## src/rtl/rf_pkg.sv

```systemverilog
`timescale 1ns/1ps
`default_nettype none
// ============================================================================
// Module   : rf_pkg
// Brief    : Shared register-file types and constants for the writeback
//            arbiter and its scoreboard.
// Revision : 1.0 - initial release
// ============================================================================
package rf_pkg;

    localparam int REG_ADDR_W = 5;
    localparam int REG_DATA_W = 32;
    localparam logic [REG_ADDR_W-1:0] REG_ZERO = 5'd0;

    // One register-file write request as seen at the write port.
    typedef struct packed {
        logic                  valid;
        logic [REG_ADDR_W-1:0] rd;
        logic [REG_DATA_W-1:0] data;
    } wr_req_t;

endpackage : rf_pkg
`default_nettype wire

```

## src/rtl/rf_scoreboard.sv

```systemverilog
`timescale 1ns/1ps
`default_nettype none
// ============================================================================
// Module   : rf_scoreboard
// Brief    : Pending-write scoreboard for long-latency destinations. Tracks
//            one busy bit per architectural register, gates issue of a new
//            long op to an already-pending destination and raises a read
//            hazard for decode.
// Revision : 1.0 - initial release
// ============================================================================
module rf_scoreboard
    import rf_pkg::*;
#(
    parameter int ADDR_W = REG_ADDR_W
) (
    input  logic              clk,
    input  logic              rst,
    input  logic              i_issue_valid,
    input  logic [ADDR_W-1:0] i_issue_rd,
    input  logic              i_clr_en,
    input  logic [ADDR_W-1:0] i_clr_idx,
    input  logic [ADDR_W-1:0] i_rs,
    input  logic [ADDR_W-1:0] i_rt,
    output logic              o_issue_ready,
    output logic              o_hazard_stall,
    output logic              o_busy_any
);

    localparam int c_num_entries = 2 ** ADDR_W;

    logic [c_num_entries-1:0] r_busy;
    logic [c_num_entries-1:0] w_busy_nxt;
    logic                     r_busy_any;
    logic                     w_set_en;

    // Register 0 is never tracked, so it is always ready and never hazards.
    assign o_issue_ready  = (i_issue_rd == '0) || !r_busy[i_issue_rd];
    assign w_set_en       = i_issue_valid && o_issue_ready && (i_issue_rd != '0);
    assign o_hazard_stall = ((i_rs != '0) && r_busy[i_rs]) ||
                            ((i_rt != '0) && r_busy[i_rt]);
    assign o_busy_any     = r_busy_any;

    // Next busy vector: clear first, then set, so a same-index set wins.
    always_comb begin
        w_busy_nxt = r_busy;
        if (i_clr_en) begin
            w_busy_nxt[i_clr_idx] = 1'b0;
        end
        if (w_set_en) begin
            w_busy_nxt[i_issue_rd] = 1'b1;
        end
    end

    // Busy bits and the registered summary flag.
    always_ff @(posedge clk or negedge rst) begin
        if (!rst) begin
            r_busy     <= '0;
            r_busy_any <= 1'b0;
        end else begin
            r_busy     <= w_busy_nxt;
            r_busy_any <= |w_busy_nxt;
        end
    end

`ifndef SYNTHESIS
    // A long-unit result should land on a pending destination. The case where
    // the same index is re-issued in the very cycle it returns is legitimate.
    a_clear_of_pending : assert property (
        @(posedge clk) disable iff (!rst)
        (i_clr_en && !(w_set_en && (i_issue_rd == i_clr_idx))) |-> r_busy[i_clr_idx]
    );
`endif

endmodule : rf_scoreboard
`default_nettype wire

```

## src/rtl/rf_wb_arbiter.sv

```systemverilog
`timescale 1ns/1ps
`default_nettype none
// ============================================================================
// Module   : rf_wb_arbiter
// Brief    : Shares the single register-file write port between pipeline
//            writeback (A) and a long-latency result source (B). A has
//            priority; B is forced through after STARVE_MAX lost cycles.
//            Drives the registered reg_file write port and hosts the
//            pending-write scoreboard.
// Revision : 1.0 - initial release
// ============================================================================
module rf_wb_arbiter
    import rf_pkg::*;
#(
    parameter int DATA_W     = REG_DATA_W,
    parameter int ADDR_W     = REG_ADDR_W,
    parameter int STARVE_MAX = 4
) (
    input  logic              clk,
    input  logic              rst,
    input  logic              issue_valid,
    input  logic [ADDR_W-1:0] issue_rd,
    output logic              issue_ready,
    input  logic [ADDR_W-1:0] rs,
    input  logic [ADDR_W-1:0] rt,
    output logic              hazard_stall,
    input  logic              a_valid,
    input  logic [ADDR_W-1:0] a_rd,
    input  logic [DATA_W-1:0] a_data,
    output logic              a_ready,
    input  logic              b_valid,
    input  logic [ADDR_W-1:0] b_rd,
    input  logic [DATA_W-1:0] b_data,
    output logic              b_ready,
    output logic              reg_write,
    output logic [ADDR_W-1:0] rd,
    output logic [DATA_W-1:0] write_data,
    output logic              busy_any
);

    localparam logic [3:0] c_starve_max = 4'(STARVE_MAX);

    logic [3:0]        r_starve_cnt;
    logic              w_force_b;
    logic              w_a_ready;
    logic              w_b_ready;
    logic              w_grant;
    logic [ADDR_W-1:0] w_grant_rd;
    logic [DATA_W-1:0] w_grant_data;
    logic              r_reg_write;
    logic [ADDR_W-1:0] r_rd;
    logic [DATA_W-1:0] r_write_data;

    // A wins by default; B is forced once it has lost STARVE_MAX cycles.
    assign w_force_b    = b_valid && (r_starve_cnt == c_starve_max);
    assign w_b_ready    = b_valid && (!a_valid || w_force_b);
    assign w_a_ready    = a_valid && !w_force_b;
    assign w_grant      = w_a_ready || w_b_ready;
    assign w_grant_rd   = w_b_ready ? b_rd   : a_rd;
    assign w_grant_data = w_b_ready ? b_data : a_data;

    assign a_ready    = w_a_ready;
    assign b_ready    = w_b_ready;
    assign reg_write  = r_reg_write;
    assign rd         = r_rd;
    assign write_data = r_write_data;

    // Count consecutive cycles B waits; restart whenever it wins or withdraws.
    always_ff @(posedge clk or negedge rst) begin
        if (!rst) begin
            r_starve_cnt <= '0;
        end else if (!b_valid || w_b_ready) begin
            r_starve_cnt <= '0;
        end else if (r_starve_cnt != c_starve_max) begin
            r_starve_cnt <= r_starve_cnt + 4'd1;
        end
    end

    // Register the granted request; a grant to r0 is consumed without a write.
    always_ff @(posedge clk or negedge rst) begin
        if (!rst) begin
            r_reg_write  <= 1'b0;
            r_rd         <= '0;
            r_write_data <= '0;
        end else if (w_grant) begin
            r_reg_write  <= (w_grant_rd != '0);
            r_rd         <= w_grant_rd;
            r_write_data <= w_grant_data;
        end else begin
            r_reg_write  <= 1'b0;
        end
    end

    rf_scoreboard #(
        .ADDR_W (ADDR_W)
    ) u_scoreboard (
        .clk            (clk),
        .rst            (rst),
        .i_issue_valid  (issue_valid),
        .i_issue_rd     (issue_rd),
        .i_clr_en       (w_b_ready),
        .i_clr_idx      (b_rd),
        .i_rs           (rs),
        .i_rt           (rt),
        .o_issue_ready  (issue_ready),
        .o_hazard_stall (hazard_stall),
        .o_busy_any     (busy_any)
    );

endmodule : rf_wb_arbiter
`default_nettype wire

```

## config.mk

```make
export PLATFORM = sky130hd
export DESIGN_NAME = rf_wb_arbiter
export DESIGN_NICKNAME = d
export VERILOG_FILES = /design/src/rtl/rf_pkg.sv /design/src/rtl/rf_scoreboard.sv /design/src/rtl/rf_wb_arbiter.sv
export SDC_FILE = /design/constraint.sdc
export NUM_CORES = 1
export LEC_CHECK = 0
export BUFFER_PORTS_ARGS = -buffer_cell sky130_fd_sc_hd__buf_2
export CAP_MARGIN = 0
export CORE_AREA = 2 2 116 118
export CTS_CLUSTER_SIZE = 12
export DETAILED_ROUTE_END_ITERATION = 8
export DIE_AREA = 0 0 118 120
export HOLD_SLACK_MARGIN = 0.02
export PLACE_DENSITY = 0.56
export SETUP_SLACK_MARGIN = 0.5
export SLEW_MARGIN = 40
export SYNTH_ARGS = -nofsm -noshare
export SYNTH_HDL_FRONTEND = slang
export SYNTH_HIERARCHICAL = 1
export SYNTH_SLANG_ARGS = --single-unit
export TNS_END_PERCENT = 100
```

## constraint.sdc

```tcl
create_clock -name clk -period 4.3 [get_ports clk]
set_clock_uncertainty 0.2 [all_clocks]
set_input_delay 0.86 -clock clk [delete_from_list [all_inputs] [get_ports clk]]
set_output_delay 0.86 -clock clk [all_outputs]
set_load 0.005 [all_outputs]
```

==> results.txt <==
The cell area after synthesis is 4394 um^2. The number of remaining DRC errors is 0. After synthesis the netlist holds a flip-flop and latch count of 75. dfrtp_1 takes more of the synthesized area than any other cell. The number of placed cells counting well taps is 703.

Wires add up to 13440 um. The worst ir drop on vdd is 0.0001924 V. The maximum clock insertion buffer count is 2. The critical path in this run is classified as in -> out.

The most numerous cell in the Yosys netlist is dfrtp_1. The setup TNS came out at 0 ps. The element type at the critical path start is an input port. Sorting the synthesized cells by how often they occur yields dfrtp_1 (75), o21ai_0 (63), nand3_1 (47).

The first-pass GRT wire length is 21600 um. The highest net fanout along the worst path came out at 8. The pre-CTS worst setup slack came out at 247.1 ps.

The ratio of final minimum period to clock period is 88.05%. The first detailed-routing pass ran for 5 iterations. The core region is 12980 um^2. The setup-violating endpoint count in the final report is 0. The post-synthesis instance total is 415. The number of enable flip-flop cells after synthesis came out at 0. CTS placed an instance of clkbuf_16 at the clock tree root. The starting utilization of the core area is 33.85%.

Setup repair after global routing could not meet its margin everywhere. The pin count of the biggest net entering global routing came out at 76. The boundary pin count is 137. For this run, the share of the core covered by cells in the final layout is 43.00%. The initial antenna violation count is 0. The congestion estimate from routability-driven global placement came to 0.9339. The prevailing post-synth register cell is dfrtp_1. From synthesis to final layout, the design area changed by 27.02%. The power density over cell area came out at 427.2 nW/um^2.

The clock reaches the later pin of the worst-skew pair after 330 ps. The clock period minus worst slack is 3786 ps. At the pin with the least slew margin, the transition time is 710.7 ps. The number of clock sinks is 75. The layout net count came out at 640. After layout, the design draws a total of 2385 uW. The average vias per placed instance came out at 5.577.

The Yosys warning count is 6. Yosys attributes the largest share of cell area to dfrtp_1 (43%), mux2i_1 (10%), mux4_2 (10%). The maximum frequency from static timing analysis is 264.1 MHz. The share of Yosys cell area claimed by the top area cell type is 42.71%. The via count of the first global-routing pass came to 4059. For this run, the register share of the synthesized area comes to 42.71%.

The static power due to leakage came out at 0.002538 uW. The number of antenna diodes in the final layout is 0. The post-synthesis net count came out at 511. The number of antenna-violating nets in the routed design is 0. During placement, the flow inserted port buffers numbering 136. The distinct cell type count after synthesis came out at 47. The number of fill cells is 1277.

The share of synthesized registers carrying an async set or reset came out at 100.0%. The critical path data arrival time came out at 2730 ps. The detailed router finished its first iteration with 240 violations. The final instance count without filler cells is 725. The required arrival time at the worst endpoint came out at 3240 ps. TritonCTS built the clock tree. The final number of max-transition violations came out at 0. The area enclosed by the die boundary is 14160 um^2. Max-cap violations in this run came to 0. Headroom to the max-slew limit came out at 52.00%. The total congestion overflow came out at 0. The half-perimeter wire length of the detailed placement result is 9800 um. The final setup slack of the worst path is 514.1 ps.

The floorplan die width is 118 um. The global-route usage over all layers is 19.47%. The H-tree depth reported by CTS came out at 3. The run finished with clean final reports.

The CTS clock-pin slew for the worst setup and hold paths is 60 ps. The kind of path behind the tightest hold check is reg -> reg. In this run, CTS created clock tree buffers numbering 9. The die height is 120 um. Of the cells placed in the final design, the portion with a size suffix greater than 1 is 35.15%. In the final routed layout, each cell accounts on average for 18.53 um. The number of core rows is 42. STA classifies the critical path endpoint as an output port. The count of endpoints failing hold in the final timing report is 0. The synthesized area divided by synthesized cell count came out at 10.59 um^2. The number of vias after detailed routing is 4043.
path summary, 6_finish.rpt:
path / from / to / slack [ps] / cells past startpoint
worst min register to register: r_starve_cnt[0] / r_starve_cnt[0] / 290 / 1
worst max-delay path: issue_rd[1] / issue_ready / 510 / 7
min in group asynchronous: rst / write_data[15] / 340 / 1
worst min-delay path: r_starve_cnt[0] / r_starve_cnt[0] / 290 / 1
worst max register to register: r_starve_cnt[0] / u_scoreboard/o_busy_any / 690 / 9
max in group asynchronous: rst / u_scoreboard/r_busy[27] / 3080 / 1
registers in the layout, indices dropped and copies added (netlist names):
name and cells:
r_starve_cnt 4, reg_write 1, rd 5, u_scoreboard/o_busy_any 1, u_scoreboard/r_busy 32, write_data 32
layout by cell type (no fill, tap or decap), drive strengths merged, types with 2 or more instances in the layout:
master	instances
nand2	18
clkbuf	13
nand4	5
or4	2
inv	5
nor2b	3
bufinv	2
ha	2
mux2	7
dfrtp	75
nor3	6
nor4	2
mux4	22
nand3b	7
nor2	8
mux2i	45
or3b	4
o31ai	7
o21ai	98
o41ai	2
buf	147
or3	4
nand3	47
layer usage:
layer  global-route usage [%]  vias to the layer above  wire length [um]
li1                         -                     1840                 -
met1                    27.08                     1934              5724
met2                    29.07                      246              6002
met3                    5.371                       23              1419
met4                    7.154                        0               289
met5                        0                        -                 0
power breakdown:
part	switching [uW]	internal (uW)	total (uW)
clock	288	557	845
sequential	136	822	958
combinational	279	303	582
critical path, stage by stage:
cell and delay, ps:
buf_12 120, mux2_4 300, mux4_2 480, a221o_1 390, a311o_1 320, o21ai_2 130, buf_2 130
per-stage QoR:
step	cell area [um^2]	hold WS (ps)
after floorplan	4394	252.5
after global placement	5175	279.9
after detailed placement	5179	286.0
after CTS	5570	294.2
after global routing	5582	333.1
final	5582	288.4
timing repair:
item / CTS / global route
pin swaps: 3 / 2
resized for setup: 4 / 1
hold buffers: 0 / 0
setup endpoints to repair: 1 / 1
setup buffers: 5 / 1
cell type report:
type,instances,area [um^2],share of cell area [%]
clock buffers,13,270.3,4.842
clock inverters,3,68.82,1.233
inverters,5,18.77,0.3362
multi-input cells,306,2342,41.96
flip-flops and latches,75,1877,33.62
well taps,176,220.2,3.945
repair buffers,147,784.5,14.06
logic make-up after synthesis:
logic type                 Yosys count  synth area share, %
DFF                                 75                42.71
xor gates and xnor gates             2               0.3987
adders and majority gates            2               0.5694
AOI/OAI and AO/OA                  115                14.55
muxes                               74                23.83
and+or+nand+nor                    113                13.87
buffers and inverters               34                4.071
No activity file was read; power rests on OpenSTA's default activity.
